File: config.mk
export PLATFORM = sky130hd
export DESIGN_NAME = binary_word_assembler_flat
export DESIGN_NICKNAME = d
export VERILOG_FILES = /design/src/rtl/binary_entry_pkg.sv /design/src/rtl/binary_word_assembler_if.sv /design/src/rtl/bit_shift_reg.sv /design/src/rtl/binary_word_assembler.sv /design/src/flat_wrapper.sv
export SDC_FILE = /design/constraint.sdc
export NUM_CORES = 1
export LEC_CHECK = 0
export CAP_MARGIN = 20
export CORE_MARGIN = 10
export CORE_UTILIZATION = 35
export CTS_CLUSTER_SIZE = 14
export DETAILED_ROUTE_END_ITERATION = 12
export PLACE_DENSITY = 0.67
export SYNTH_ARGS = -nofsm -noshare
export SYNTH_HDL_FRONTEND = slang
export SYNTH_SLANG_ARGS = --single-unit
export TNS_END_PERCENT = 30
File: constraint.sdc
create_clock -name clk -period 4.2 [get_ports clk]
set_clock_uncertainty 0.2 [all_clocks]
set_input_delay 0.63 -clock clk [delete_from_list [all_inputs] [get_ports clk]]
set_output_delay 0.63 -clock clk [all_outputs]
set_load 0.05 [all_outputs]
File: src/rtl/binary_entry_pkg.sv
// rtl/binary_entry_pkg.sv - shared FSM state type and default word width for the binary word assembler
package binary_entry_pkg;

    localparam int DEFAULT_WIDTH = 8;

    typedef enum logic [1:0] {
        IDLE    = 2'd0,
        COLLECT = 2'd1,
        EMIT    = 2'd2
    } asm_state_e;

endpackage

File: src/rtl/binary_word_assembler_if.sv
// rtl/binary_word_assembler_if.sv - bit entry / word output bundle; parity_out exists only with BINARY_WORD_PARITY_EN
interface binary_word_assembler_if
    import binary_entry_pkg::*;
#(
    parameter int WIDTH = DEFAULT_WIDTH
);
    logic                         bit_valid;
    logic                         bit_in;
    logic                         end_in;
    logic                         ready;
    logic [WIDTH-1:0]             word_out;
    logic                         word_valid;
    logic                         partial;
    logic [$clog2(WIDTH+1)-1:0]   bit_count;
`ifdef BINARY_WORD_PARITY_EN
    logic                         parity_out;

    modport master (output bit_valid, bit_in, end_in,
                    input  ready, word_out, word_valid, partial, bit_count, parity_out);
    modport slave  (input  bit_valid, bit_in, end_in,
                    output ready, word_out, word_valid, partial, bit_count, parity_out);
`else
    modport master (output bit_valid, bit_in, end_in,
                    input  ready, word_out, word_valid, partial, bit_count);
    modport slave  (input  bit_valid, bit_in, end_in,
                    output ready, word_out, word_valid, partial, bit_count);
`endif
endinterface

File: src/rtl/bit_shift_reg.sv
// rtl/bit_shift_reg.sv - shift register and bit counter with MSB_FIRST bit placement
module bit_shift_reg #(
    parameter int  WIDTH     = 8,
    parameter bit  MSB_FIRST = 1'b1,
    localparam int CW        = $clog2(WIDTH + 1)
) (
    input  logic             clk,
    input  logic             rst,
    input  logic             load_i,
    input  logic             clear_i,
    input  logic             bit_i,
    output logic [WIDTH-1:0] word_next_o,
    output logic [CW-1:0]    count_o
);
    logic [WIDTH-1:0] shift_q, shift_d, placed;
    logic [CW-1:0]    count_q, count_d;

    // MSB-first shifts left so a short word ends up right-aligned; LSB-first drops bit k at index k
    if (MSB_FIRST) begin : g_msb
        assign placed = {shift_q[WIDTH-2:0], bit_i};
    end else begin : g_lsb
        assign placed = shift_q | (WIDTH'(bit_i) << count_q);
    end

    // The word as it will stand after this cycle's accepted bit, so the top can latch it in the same edge
    assign word_next_o = load_i ? placed : shift_q;
    assign count_o     = count_q;

    always_comb begin
        shift_d = shift_q;
        count_d = count_q;
        if (clear_i) begin
            shift_d = '0;
            count_d = '0;
        end else if (load_i) begin
            shift_d = placed;
            count_d = count_q + CW'(1);
        end
    end

    always_ff @(posedge clk or posedge rst) begin
        if (rst) begin
            shift_q <= '0;
            count_q <= '0;
        end else begin
            shift_q <= shift_d;
            count_q <= count_d;
        end
    end
endmodule

File: src/rtl/binary_word_assembler.sv
// rtl/binary_word_assembler.sv - collects serial binary digits into WIDTH-bit words; BINARY_WORD_PARITY_EN adds parity_out
module binary_word_assembler
    import binary_entry_pkg::*;
#(
    parameter int WIDTH     = DEFAULT_WIDTH,
    parameter bit MSB_FIRST = 1'b1
) (
    input  logic                    clk,
    input  logic                    rst,
    binary_word_assembler_if.slave  bus
);
    localparam int CW = $clog2(WIDTH + 1);

    asm_state_e       state_q, state_d;
    logic             ready, accept_bit, accept_end;
    logic             emit_go, partial_go;
    logic [WIDTH-1:0] word_next, word_q;
    logic             valid_q, partial_q;
    logic [CW-1:0]    count;

    assign ready      = (state_q != EMIT);
    assign accept_bit = ready & bus.bit_valid;
    assign accept_end = ready & bus.end_in;

    bit_shift_reg #(
        .WIDTH     (WIDTH),
        .MSB_FIRST (MSB_FIRST)
    ) u_shift (
        .clk         (clk),
        .rst         (rst),
        .load_i      (accept_bit),
        .clear_i     (state_q == EMIT),
        .bit_i       (bus.bit_in),
        .word_next_o (word_next),
        .count_o     (count)
    );

    always_comb begin
        state_d    = state_q;
        emit_go    = 1'b0;
        partial_go = 1'b0;
        unique case (state_q)
            IDLE, COLLECT: begin
                // A bit arriving with end_in is taken first; it only counts as full if it completes the word
                if (accept_bit && count == CW'(WIDTH - 1)) begin
                    emit_go = 1'b1;
                end else if (accept_end && (accept_bit || count != '0)) begin
                    emit_go    = 1'b1;
                    partial_go = 1'b1;
                end
                if (emit_go) begin
                    state_d = EMIT;
                end else if (accept_bit) begin
                    state_d = COLLECT;
                end
            end
            EMIT:    state_d = IDLE;
            default: state_d = IDLE;
        endcase
    end

    always_ff @(posedge clk or posedge rst) begin
        if (rst) begin
            state_q <= IDLE;
        end else begin
            state_q <= state_d;
        end
    end

    // Outputs load on the edge entering EMIT so word_valid is high throughout the EMIT cycle
    always_ff @(posedge clk or posedge rst) begin
        if (rst) begin
            word_q    <= '0;
            valid_q   <= 1'b0;
            partial_q <= 1'b0;
        end else begin
            valid_q   <= emit_go;
            partial_q <= partial_go;
            if (emit_go) begin
                word_q <= word_next;
            end
        end
    end

`ifdef BINARY_WORD_PARITY_EN
    logic parity_q;

    always_ff @(posedge clk or posedge rst) begin
        if (rst) begin
            parity_q <= 1'b0;
        end else if (emit_go) begin
            parity_q <= ^word_next;
        end
    end

    assign bus.parity_out = parity_q;
`endif

    assign bus.ready      = ready;
    assign bus.word_out   = word_q;
    assign bus.word_valid = valid_q;
    assign bus.partial    = partial_q;
    assign bus.bit_count  = count;
endmodule

File: src/flat_wrapper.sv
// flat-port wrapper written by rule: the top's interface ports become plain ports
module binary_word_assembler_flat import binary_entry_pkg::*;
#(
    parameter int WIDTH     = DEFAULT_WIDTH,
    parameter bit MSB_FIRST = 1'b1
)
  (clk, rst, bus_bit_valid, bus_bit_in, bus_end_in, bus_ready, bus_word_out, bus_word_valid, bus_partial, bus_bit_count);
  binary_word_assembler_if #(.WIDTH(WIDTH)) bus_i ();
  input  logic clk;
  input  logic rst;
  input wire logic [$bits(bus_i.bit_valid)-1:0] bus_bit_valid;
  input wire logic [$bits(bus_i.bit_in)-1:0] bus_bit_in;
  input wire logic [$bits(bus_i.end_in)-1:0] bus_end_in;
  output wire logic [$bits(bus_i.ready)-1:0] bus_ready;
  output wire logic [$bits(bus_i.word_out)-1:0] bus_word_out;
  output wire logic [$bits(bus_i.word_valid)-1:0] bus_word_valid;
  output wire logic [$bits(bus_i.partial)-1:0] bus_partial;
  output wire logic [$bits(bus_i.bit_count)-1:0] bus_bit_count;
  assign bus_i.bit_valid = bus_bit_valid;
  assign bus_i.bit_in = bus_bit_in;
  assign bus_i.end_in = bus_end_in;
  assign bus_ready = bus_i.ready;
  assign bus_word_out = bus_i.word_out;
  assign bus_word_valid = bus_i.word_valid;
  assign bus_partial = bus_i.partial;
  assign bus_bit_count = bus_i.bit_count;
  binary_word_assembler #(.WIDTH(WIDTH), .MSB_FIRST(MSB_FIRST)) u_core (.clk(clk), .rst(rst), .bus(bus_i));
endmodule
==> impl_results.md, run 1 <==
* Core area at 0.00283 mm²
* Hold Slack at 0.330 ns
* Final wirelength at 2250 µm
* WHS Path Cells at 1
* Static Leak at 0.551 nW
* Worst Path Arrival at 2.13 ns
* Floorplan row count at 19
* Final weighted congestion in routability-driven placement at 0.792
* Largest area contributor in the netlist: dfrtp_1
* Pre-antenna DRT Iters at 4
* Yosys reg bits at 24
* Fin worst setup slack at 1.24 ns
* Fillers at 272
* Post_cts resized at 0
* TritonCTS buffer count at 3
* Grt ovf at 0
* Setup total negative slack at 0 ns
* Post-Syn Area at 0.00106 mm²
* Critical Path Sink Type: output pin
* Peak VDD IR at 196 µV
* Fin crit share at 70.4%
* Detail Route Antenna Nets at 0
* TritonCTS Sinks at 24
* Setup slack, reg-to-reg at 2.16 ns
* Tot GR Track Use at 8.49%
* Initial drt markers at 104
* Fmax at 0.338 GHz
* DPL Wire Length at 1670 µm
* Largest net degree at the start of global routing at 25
* Drt drc at 0
* RSZ-0062 raised after global routing: false
* Worst slew pin tran at 0.870 ns
* Hold Fails Final Rpt at 0
* Worst-path clk slew at 0.13 ns
* Global-route wire length before repair at 3800 µm
* Initial Util at 37.5%
* Path type of the worst min-delay path: reg2reg
* Hold_sp: u_core.state_q[1]
* Yosys top cell area share at 56.5%
* R2R cell count at 5
* I/O pin total at 20
* Initial antenna violation count at 0
* Fraction of the yosys area taken by sequential cells at 56.5%
* Mean post-synth cell area at 10.7 µm²
* Clk root buf: clkbuf_4
* Syn Nets at 106
* CTS tree: done
* Reg area at 601 µm²
* Number of vias per cell at 5.61
* Vias in the first global route at 800
* Tmin final at 2.96 ns
* Routed via count at 825
* Die Width at 75.1 µm
* WHS Endpoint: u_core.bus.partial
* WP data required at 3.37 ns
* Clock latency on the worst-skew pair at 0.31 ns
* Ys Warns at 0
* Post-synthesis instance total at 99
* Post-placement setup slack at 1.38 ns
* Layout Nets at 124
* Util after Layout at 45.9%
* Worst slew margin at 42.0%
* Worst-path fanout max at 21
* Status: complete, no violations
* Die area at 0.00564 mm²
* Die Y at 75.1 µm
* Share of layout cells above drive strength 1 at 5.17%
* IO buf count at 19
* Max_cap viols at 0
* Worst R2R Start: u_core.u_shift.count_o[0]
* # H-tree levels at 1
* Synth unique cells at 24
* Worst r2r dst: u_core.bus.word_out[3]
* Max Slew Vio Count at 0
* Area grow syn2layout at 22.1%
* Hold-fix buffers, CTS at 0
* Multi-input logic area at 402 µm²
* CTS max path bufs at 2
* Final setup violation count at 0
* Diodes inserted at 0
* Pwr dens at 818 mW/mm²
* Setup Fix Bufs, Post-CTS at 0
* Crit Path Class: reg2out
* Drt wl/cell at 15.3 µm
* Crit path launch type: flop
* Area contributors post-synth: dfrtp_1 57%, a221oi_1 6.6%, a31oi_1 4.7%
## synthesized netlist by cell type (all sizes together)
cell type  instances
dfrtp             24
a21oi              8
a221oi             8
a31oi              8
nand3              8
o21ai              8
clkbuf             5
nor2               5
inv                4
a22o               2
buf                2
clkinv             2
ha                 2
nand2              2
nor2b              2
xor2               2
a2111oi            1
and4b              1
mux2i              1
nand4              1
nor3               1
or4b               1
xnor2              1
## layout by cell type (no fill, tap or decap)
cell / n
a31oi_1: 8
clkbuf_4: 3
nor2_1: 5
and4b_1: 1
nand2_1: 2
a221oi_1: 8
ha_1: 2
dfrtp_1: 24
nand4_1: 1
mux2i_1: 1
clkbuf_8: 1
nand3_1: 8
o21ai_0: 8
nor3_1: 1
clkdlybuf4s50_1: 19
nor2b_1: 2
clkinv_1: 2
buf_4: 1
a22o_1: 2
a21oi_1: 8
or4b_4: 1
xnor2_1: 1
xor2_1: 2
inv_1: 4
a2111oi_0: 1
## critical path: stages, from the launching register on
cell and delay (ns):
dfrtp_1 0.43, nor2b_1 0.15, buf_4 0.22, clkinv_1 0.24, clkdlybuf4s50_1 0.77
## kinds of logic after synthesis
logic type | count (synthesis) | share of synthesized area (%)
compound gates | 35 | 21.3
xor+xnor | 3 | 2.47
fa+ha+maj | 2 | 2.36
buf+inv | 13 | 5.65
flops | 24 | 56.5
mux | 1 | 0.942
simple gates | 21 | 10.7
## per-stage QoR
stage,instance area [µm²],total power [mW],instances
finish,1300,1.06,147
global route,1300,1.13,147
CTS,1300,1.07,147
detailed placement,1260,0.951,143
global placement,1260,0.938,143
floorplan,1060,0.772,99
## state kept, by name, indices dropped and copies added (netlist names)
signal / flops
u_core.u_shift.shift_q: 8
u_core.bus.word_valid: 1
u_core.bus.partial: 1
u_core.state_q: 2
u_core.u_shift.count_o: 4
u_core.bus.word_out: 8
## metal layers
metal | wire (µm) | vias to the layer above | global-route usage [%]
li1 | - | 402 | -
met1 | 948 | 394 | 10.4
met2 | 1090 | 25 | 13.7
met3 | 166 | 4 | 1.71
met4 | 41 | 0 | 4.62
met5 | 0 | - | 0
## final cells by class
type                       instances  share of cell area [%]
multi-input combinational         62                    31.0
clock buffer                       4                    2.80
sequential                        24                    46.3
tap                               31                    2.99
timing repair buffer              20                    15.2
inverter                           6                    1.74
## power breakdown
group / internal [mW] / leakage (nW) / switching (mW)
clock: 0.0529 / 0.0210 / 0.0675
sequential: 0.312 / 0.308 / 0.0557
combinational: 0.192 / 0.222 / 0.381
total: 0.557 / 0.551 / 0.504
## worst max-delay path by stage
stage                              start                     end  slack [ns]
3_3_place_gp               bus_bit_valid  u_core.bus.word_out[2]        1.42
6_report               u_core.state_q[1]               bus_ready        1.24
3_5_place_dp               bus_bit_valid  u_core.bus.word_out[3]        1.38
4_1_cts                u_core.state_q[1]               bus_ready        1.23
2_1_floorplan  u_core.u_shift.count_o[0]  u_core.bus.word_out[0]        2.11
5_1_grt                u_core.state_q[1]               bus_ready        1.06
(Power assumes the default switching activity.)
==> run 2: changes to the inputs <==
==> constraint.sdc (replaced) <==
create_clock -name clk -period 2.9 [get_ports clk]
set_clock_uncertainty 0.2 [all_clocks]
set_input_delay 0.435 -clock clk [delete_from_list [all_inputs] [get_ports clk]]
set_output_delay 0.435 -clock clk [all_outputs]
set_load 0.05 [all_outputs]
==> impl_results.md, run 2 (synthesized netlist as in run 1, its figures left out) <==
* Status: complete, no violations
* Max Slew Vio Count at 0 (unchanged)
* Initial drt markers at 90 (-13%)
* Routed via count at 856 (+3.8%)
* Vias in the first global route at 789 (-1.4%)
* Critical Path Sink Type: output pin
* Drt drc at 0 (unchanged)
* Diodes inserted at 0 (unchanged)
* Crit Path Class: reg2out
* I/O pin total at 20 (unchanged)
* Die Width at 75.1 µm (unchanged)
* CP Cell Sequence: clkdlybuf4s50_1
* Peak VDD IR at 315 µV (+61%)
* CTS max path bufs at 2 (unchanged)
* Hold Fails Final Rpt at 0 (unchanged)
* Slowest CP cell: clkdlybuf4s50_1
* Worst Path Arrival at 1.60 ns (-0.53 ns)
* Most common cell after layout, fill and taps aside: dfrtp_1
* IO buf count at 19 (unchanged)
* Floorplan row count at 19 (unchanged)
* Share of layout cells above drive strength 1 at 6.84% (+1.7 points)
* Initial Util at 37.5% (unchanged)
* DPL Wire Length at 1690 µm (+1.2%)
* Grt ovf at 0 (unchanged)
* Clk root buf: clkbuf_4
* Most frequent cells in the layout: 24 x dfrtp_1, 18 x clkdlybuf4s50_1
* Worst slew margin at 42.6% (+0.63 points)
* Setup Fix Bufs, Post-CTS at 0 (unchanged)
* Detail Route Antenna Nets at 0 (unchanged)
* Final setup violation count at 0 (unchanged)
* RSZ-0062 raised after global routing: false
* Post_cts resized at 0 (unchanged)
* Layout Nets at 125 (+0.81%)
* Initial antenna violation count at 0 (unchanged)
* CTS tree: done
* Die area at 0.00564 mm² (unchanged)
* Path type of the worst min-delay path: reg2reg
* Power, Total at 1.53 mW (+45%)
* Fin crit share at 77.1%
* Clock latency on the worst-skew pair at 0.31 ns (about the same)
* Hold-fix buffers, CTS at 0 (unchanged)
* Worst-path clk slew at 0.12 ns (about the same)
* Fillers at 260 (-4.4%)
* Drt wl/cell at 15.2 µm (-0.63%)
* Final wirelength at 2250 µm (about the same)
* TritonCTS Sinks at 24 (unchanged)
* Pwr dens at 1180 mW/mm² (+44%)
* Die Y at 75.1 µm (unchanged)
* Tmin final at 2.23 ns
* Final weighted congestion in routability-driven placement at 0.783 (-1.1%)
* CP bufs+invs at 1 (-2)
* Fmax at 0.448 GHz
* Number of vias per cell at 5.78 (+3.1%)
* Multi-input logic area at 402 µm² (unchanged)
* Crit path launch type: flop
* Worst-path fanout max at 5 (-76%)
* Global-route wire length before repair at 3680 µm (-3.3%)
* WP data required at 2.27 ns (-1.10 ns)
* Max_cap viols at 0 (unchanged)
* Setup total negative slack at 0 ns (unchanged)
* CP delay by family, top: buffers and inverters
* Worst slew pin tran at 0.860 ns (-0.00940 ns)
* # H-tree levels at 1 (unchanged)
* Pre-antenna DRT Iters at 4 (unchanged)
* TritonCTS buffer count at 3 (unchanged)
* Core area at 0.00283 mm² (unchanged)
* Tot GR Track Use at 8.44% (-0.057 points)
* Reg area at 601 µm² (unchanged)
* Area grow syn2layout at 22.6%
* Crit path largest cell delay at 0.84 ns (+0.07 ns)
* Largest net degree at the start of global routing at 25 (unchanged)
* Static Leak at 0.556 nW (+0.91%)
[run 2: cell count changes in the layout (fill, tap and decap cells not counted)]
cell / delta
clkdlybuf4s50_1: -1
buf_4: +2
[run 2: routing by layer]
layer | vias up | part of all wire, % | track usage [%]
met5 | - | 0 | 0
met4 | 0 | 2.4 | 5.88
met3 | 4 | 5.3 | 1.45
met2 | 19 | 49 | 13.2
met1 | 431 | 44 | 10.3
li1 | 402 | - | -
[run 2: where the power goes]
part | switching, mW | leakage [nW] | internal, mW
combinational | 0.550 | 0.227 | 0.277
clock | 0.0930 | 0.0210 | 0.0767
sequential | 0.0848 | 0.308 | 0.453
total | 0.727 | 0.556 | 0.807
[run 2: final timing paths]
path / slack, ns / cells past startpoint / end / startpoint
setup / recovery: 0.67 / 1 / bus_bit_count[0] / u_core.u_shift.count_o[0]
hold / removal: 0.33 / 1 / u_core.bus.partial / u_core.state_q[1]
setup reg to reg: 0.88 / 5 / u_core.bus.word_out[4] / u_core.u_shift.count_o[0]
hold reg to reg: 0.33 / 1 / u_core.bus.partial / u_core.state_q[1]
max in group asynchronous: 1.59 / 2 / u_core.u_shift.shift_q[4] / rst
min in group asynchronous: 0.39 / 2 / u_core.u_shift.count_o[2] / rst
[run 2: final cells by class]
| class | instances | share of cell area (%) |
|---|---|---|
| flip-flops and latches | 24 | 46.1 |
| clock buffers | 4 | 2.79 |
| multi-input cells | 62 | 30.8 |
| well taps | 31 | 2.98 |
| inverters | 6 | 1.73 |
| repair buffers | 21 | 15.6 |
[run 2: metrics by stage]
step / utilization (%) / setup slack (ns) / instance area (µm²) / cells / hold slack (ns)
2_1_floorplan: - / 0.812 / 1060 / 99 / 0.250
3_3_place_gp: 44.8 / 0.630 / 1270 / 144 / 0.299
3_5_place_dp: 44.8 / 0.587 / 1270 / 144 / 0.301
4_1_cts: 46.0 / 0.652 / 1300 / 148 / 0.325
5_1_grt: 46.0 / 0.598 / 1300 / 148 / 0.358
6_report: 46.0 / 0.665 / 1300 / 148 / 0.332
==> run 3: changes to the inputs <==
--- a/config.mk
+++ b/config.mk
@@ -10,7 +10,7 @@
 export CORE_UTILIZATION = 35
 export CTS_CLUSTER_SIZE = 14
 export DETAILED_ROUTE_END_ITERATION = 12
-export PLACE_DENSITY = 0.67
+export PLACE_DENSITY = 0.7
 export SYNTH_ARGS = -nofsm -noshare
 export SYNTH_HDL_FRONTEND = slang
 export SYNTH_SLANG_ARGS = --single-unit
==> constraint.sdc (replaced) <==
create_clock -name clk -period 1.9 [get_ports clk]
set_clock_uncertainty 0.2 [all_clocks]
set_input_delay 0.285 -clock clk [delete_from_list [all_inputs] [get_ports clk]]
set_output_delay 0.285 -clock clk [all_outputs]
set_load 0.05 [all_outputs]
==> impl_results.md, run 3 (synthesized netlist as in run 1, its figures left out) <==
* Status: complete, no violations
* Setup slack, reg-to-reg at 0.003 ns (-0.88 ns)
* Power, Total at 2.53 mW (+65%)
* IO buf count at 19 (unchanged)
* Die Y at 75.1 µm (unchanged)
* # H-tree levels at 1 (unchanged)
* Layout Nets at 133 (+6.4%)
* Comb pwr share at 56.9% (+3.0 points)
* CP bufs+invs at 2 (+1)
* TritonCTS buffer count at 3 (unchanged)
* CP Cell Sequence: inv_2 -> ha_4 -> or4b_4 -> buf_12 -> a221oi_2 -> a31oi_1
* Worst-path fanout max at 8 (+3)
* Die area at 0.00564 mm² (unchanged)
* Final wirelength at 2380 µm (+5.9%)
* Final weighted congestion in routability-driven placement at 0.826 (+5.4%)
* Worst slew pin tran at 0.371 ns (-0.489 ns)
* Largest net degree at the start of global routing at 25 (unchanged)
* Global-route wire length before repair at 3970 µm (+8.1%)
* Detail Route Antenna Nets at 0 (unchanged)
* Routed via count at 861 (+0.58%)
* Peak VDD IR at 515 µV (+63%)
* Clk root buf: clkbuf_4
* Flop pwr share at 32.5% (-2.5 points)
* Initial antenna violation count at 0 (unchanged)
* Fin crit share at 99.8%
* Diodes inserted at 0 (unchanged)
* Vias in the first global route at 826 (+4.7%)
* DPL Wire Length at 1780 µm (+5.4%)
* Worst-path clk slew at 0.13 ns (about the same)
* I/O pin total at 20 (unchanged)
* Int Pwr at 1.32 mW (+64%)
* Number of vias per cell at 5.52 (-4.6%)
* Drt wl/cell at 15.3 µm (+0.45%)
* WP data required at 1.90 ns (-0.37 ns)
* CP delay by family, top: simple AND/OR/NAND/NOR gates
* Pwr dens at 1780 mW/mm² (+51%)
* Pre-antenna DRT Iters at 4 (unchanged)
* Crit Path Class: reg2reg
* Most frequent cells in the layout: 24 x buf_4, 21 x dfrtp_1
* Critical Path Sink Type: flop
* Path type of the worst min-delay path: in2async
* RSZ-0062 raised after global routing: true
* Slowest CP cell: or4b_4
* Sw Share at 47.6% (+0.21 points)
* Initial Util at 37.5% (unchanged)
* Worst slew margin at 75.2% (+33 points)
* Max_cap viols at 0 (unchanged)
* TritonCTS Sinks at 24 (unchanged)
* Hold Fails Final Rpt at 0 (unchanged)
* Psw at 1.20 mW (+65%)
* Core area at 0.00283 mm² (unchanged)
* Hold-fix buffers, CTS at 0 (unchanged)
* Final setup violation count at 0 (unchanged)
* Most common cell after layout, fill and taps aside: buf_4
* Crit path largest cell delay at 0.50 ns (-0.34 ns)
* CTS max path bufs at 2 (unchanged)
* Area grow syn2layout at 33.5%
* Fmax at 0.527 GHz
* Clock latency on the worst-skew pair at 0.31 ns (about the same)
* Power share of the clock group at 10.6% (-0.5 points)
* CTS tree: done
* Drt drc at 0 (unchanged)
* Max Slew Vio Count at 0 (unchanged)
* Die Width at 75.1 µm (unchanged)
* Tot GR Track Use at 8.98% (+0.55 points)
* Crit path launch type: flop
* Initial drt markers at 70 (-22%)
* Util after Layout at 50.1% (+4.1 points)
* Worst Path Arrival at 1.90 ns (+0.30 ns)
* Setup Fix Bufs, Post-CTS at 0 (unchanged)
* Share of layout cells above drive strength 1 at 37.6% (+31 points)
* Floorplan row count at 19 (unchanged)
* Tmin final at 1.90 ns
* Grt ovf at 0 (unchanged)
* Static Leak at 0.634 nW (+14%)
## run 3: cell types whose count changed in the layout (fill, tap and decap cells not counted), sizes merged
| cell | previous run | this run |
|---|---|---|
| clkdlybuf4s50 | 18 | 4 |
| buf | 3 | 25 |
## run 3: power groups by stage
stage,logic (mW),registers [mW],clock network (mW)
5_1_grt,1.54,0.850,0.291
2_1_floorplan,0.502,1.30,0
6_report,1.44,0.821,0.268
4_1_cts,1.43,0.818,0.271
3_5_place_dp,1.42,0.824,0
3_3_place_gp,1.39,0.822,0
## run 3: worst min-delay path, stage by stage
cell and delay, ns:
clkdlybuf4s50_1 0.40, inv_1 0.05, buf_4 0.29
## run 3: metal layers
layer,part of all wire [%],global-route usage [%],wire length [µm],vias up
li1,-,-,-,422
met1,45,11.0,1070,418
met2,48,14.5,1150,16
met3,4.2,1.31,101,5
met4,2.4,5.67,56,0
met5,0,0,0,-
## run 3: path summary, 6_finish.rpt
path,from,end,cells after the start
max,u_core.u_shift.count_o[0],u_core.bus.word_out[0],6
min,rst,u_core.bus.word_out[4],3
max reg2reg,u_core.u_shift.count_o[0],u_core.bus.word_out[0],6
min reg2reg,u_core.state_q[1],u_core.bus.partial,1
max in group asynchronous,rst,u_core.u_shift.count_o[0],3
min in group clk,bus_end_in,u_core.bus.partial,3
## run 3: cell type report
type                            instances  area (µm²)
Inverter                                6        23.8
Fill cell                             246        1410
Timing Repair Buffer                   29         240
Sequential cell                        24         604
Clock buffer                            4        36.3
Tap cell                               31        38.8
Multi-Input combinational cell         62         474
## run 3: stage by stage
stage	hold WS (ns)	worst slack, ns	std cells	cell area [µm²]	TNS, ns
finish	0.101	0.00297	156	1420	0
global route	0.124	-0.0738	156	1420	-0.412
CTS	0.112	-0.00393	156	1400	-0.00477
detailed placement	0.317	-0.191	152	1360	-1.58
global placement	0.307	-0.180	152	1360	-1.34
floorplan	0.0994	-0.0395	99	1120	-0.316
## run 3: what timing repair did
| item | 4_1_cts | 5_1_grt |
|---|---|---|
| setup endpoints to repair | 9 | 10 |
| resized for setup | 4 | 4 |
| gates cloned | 0 | 0 |
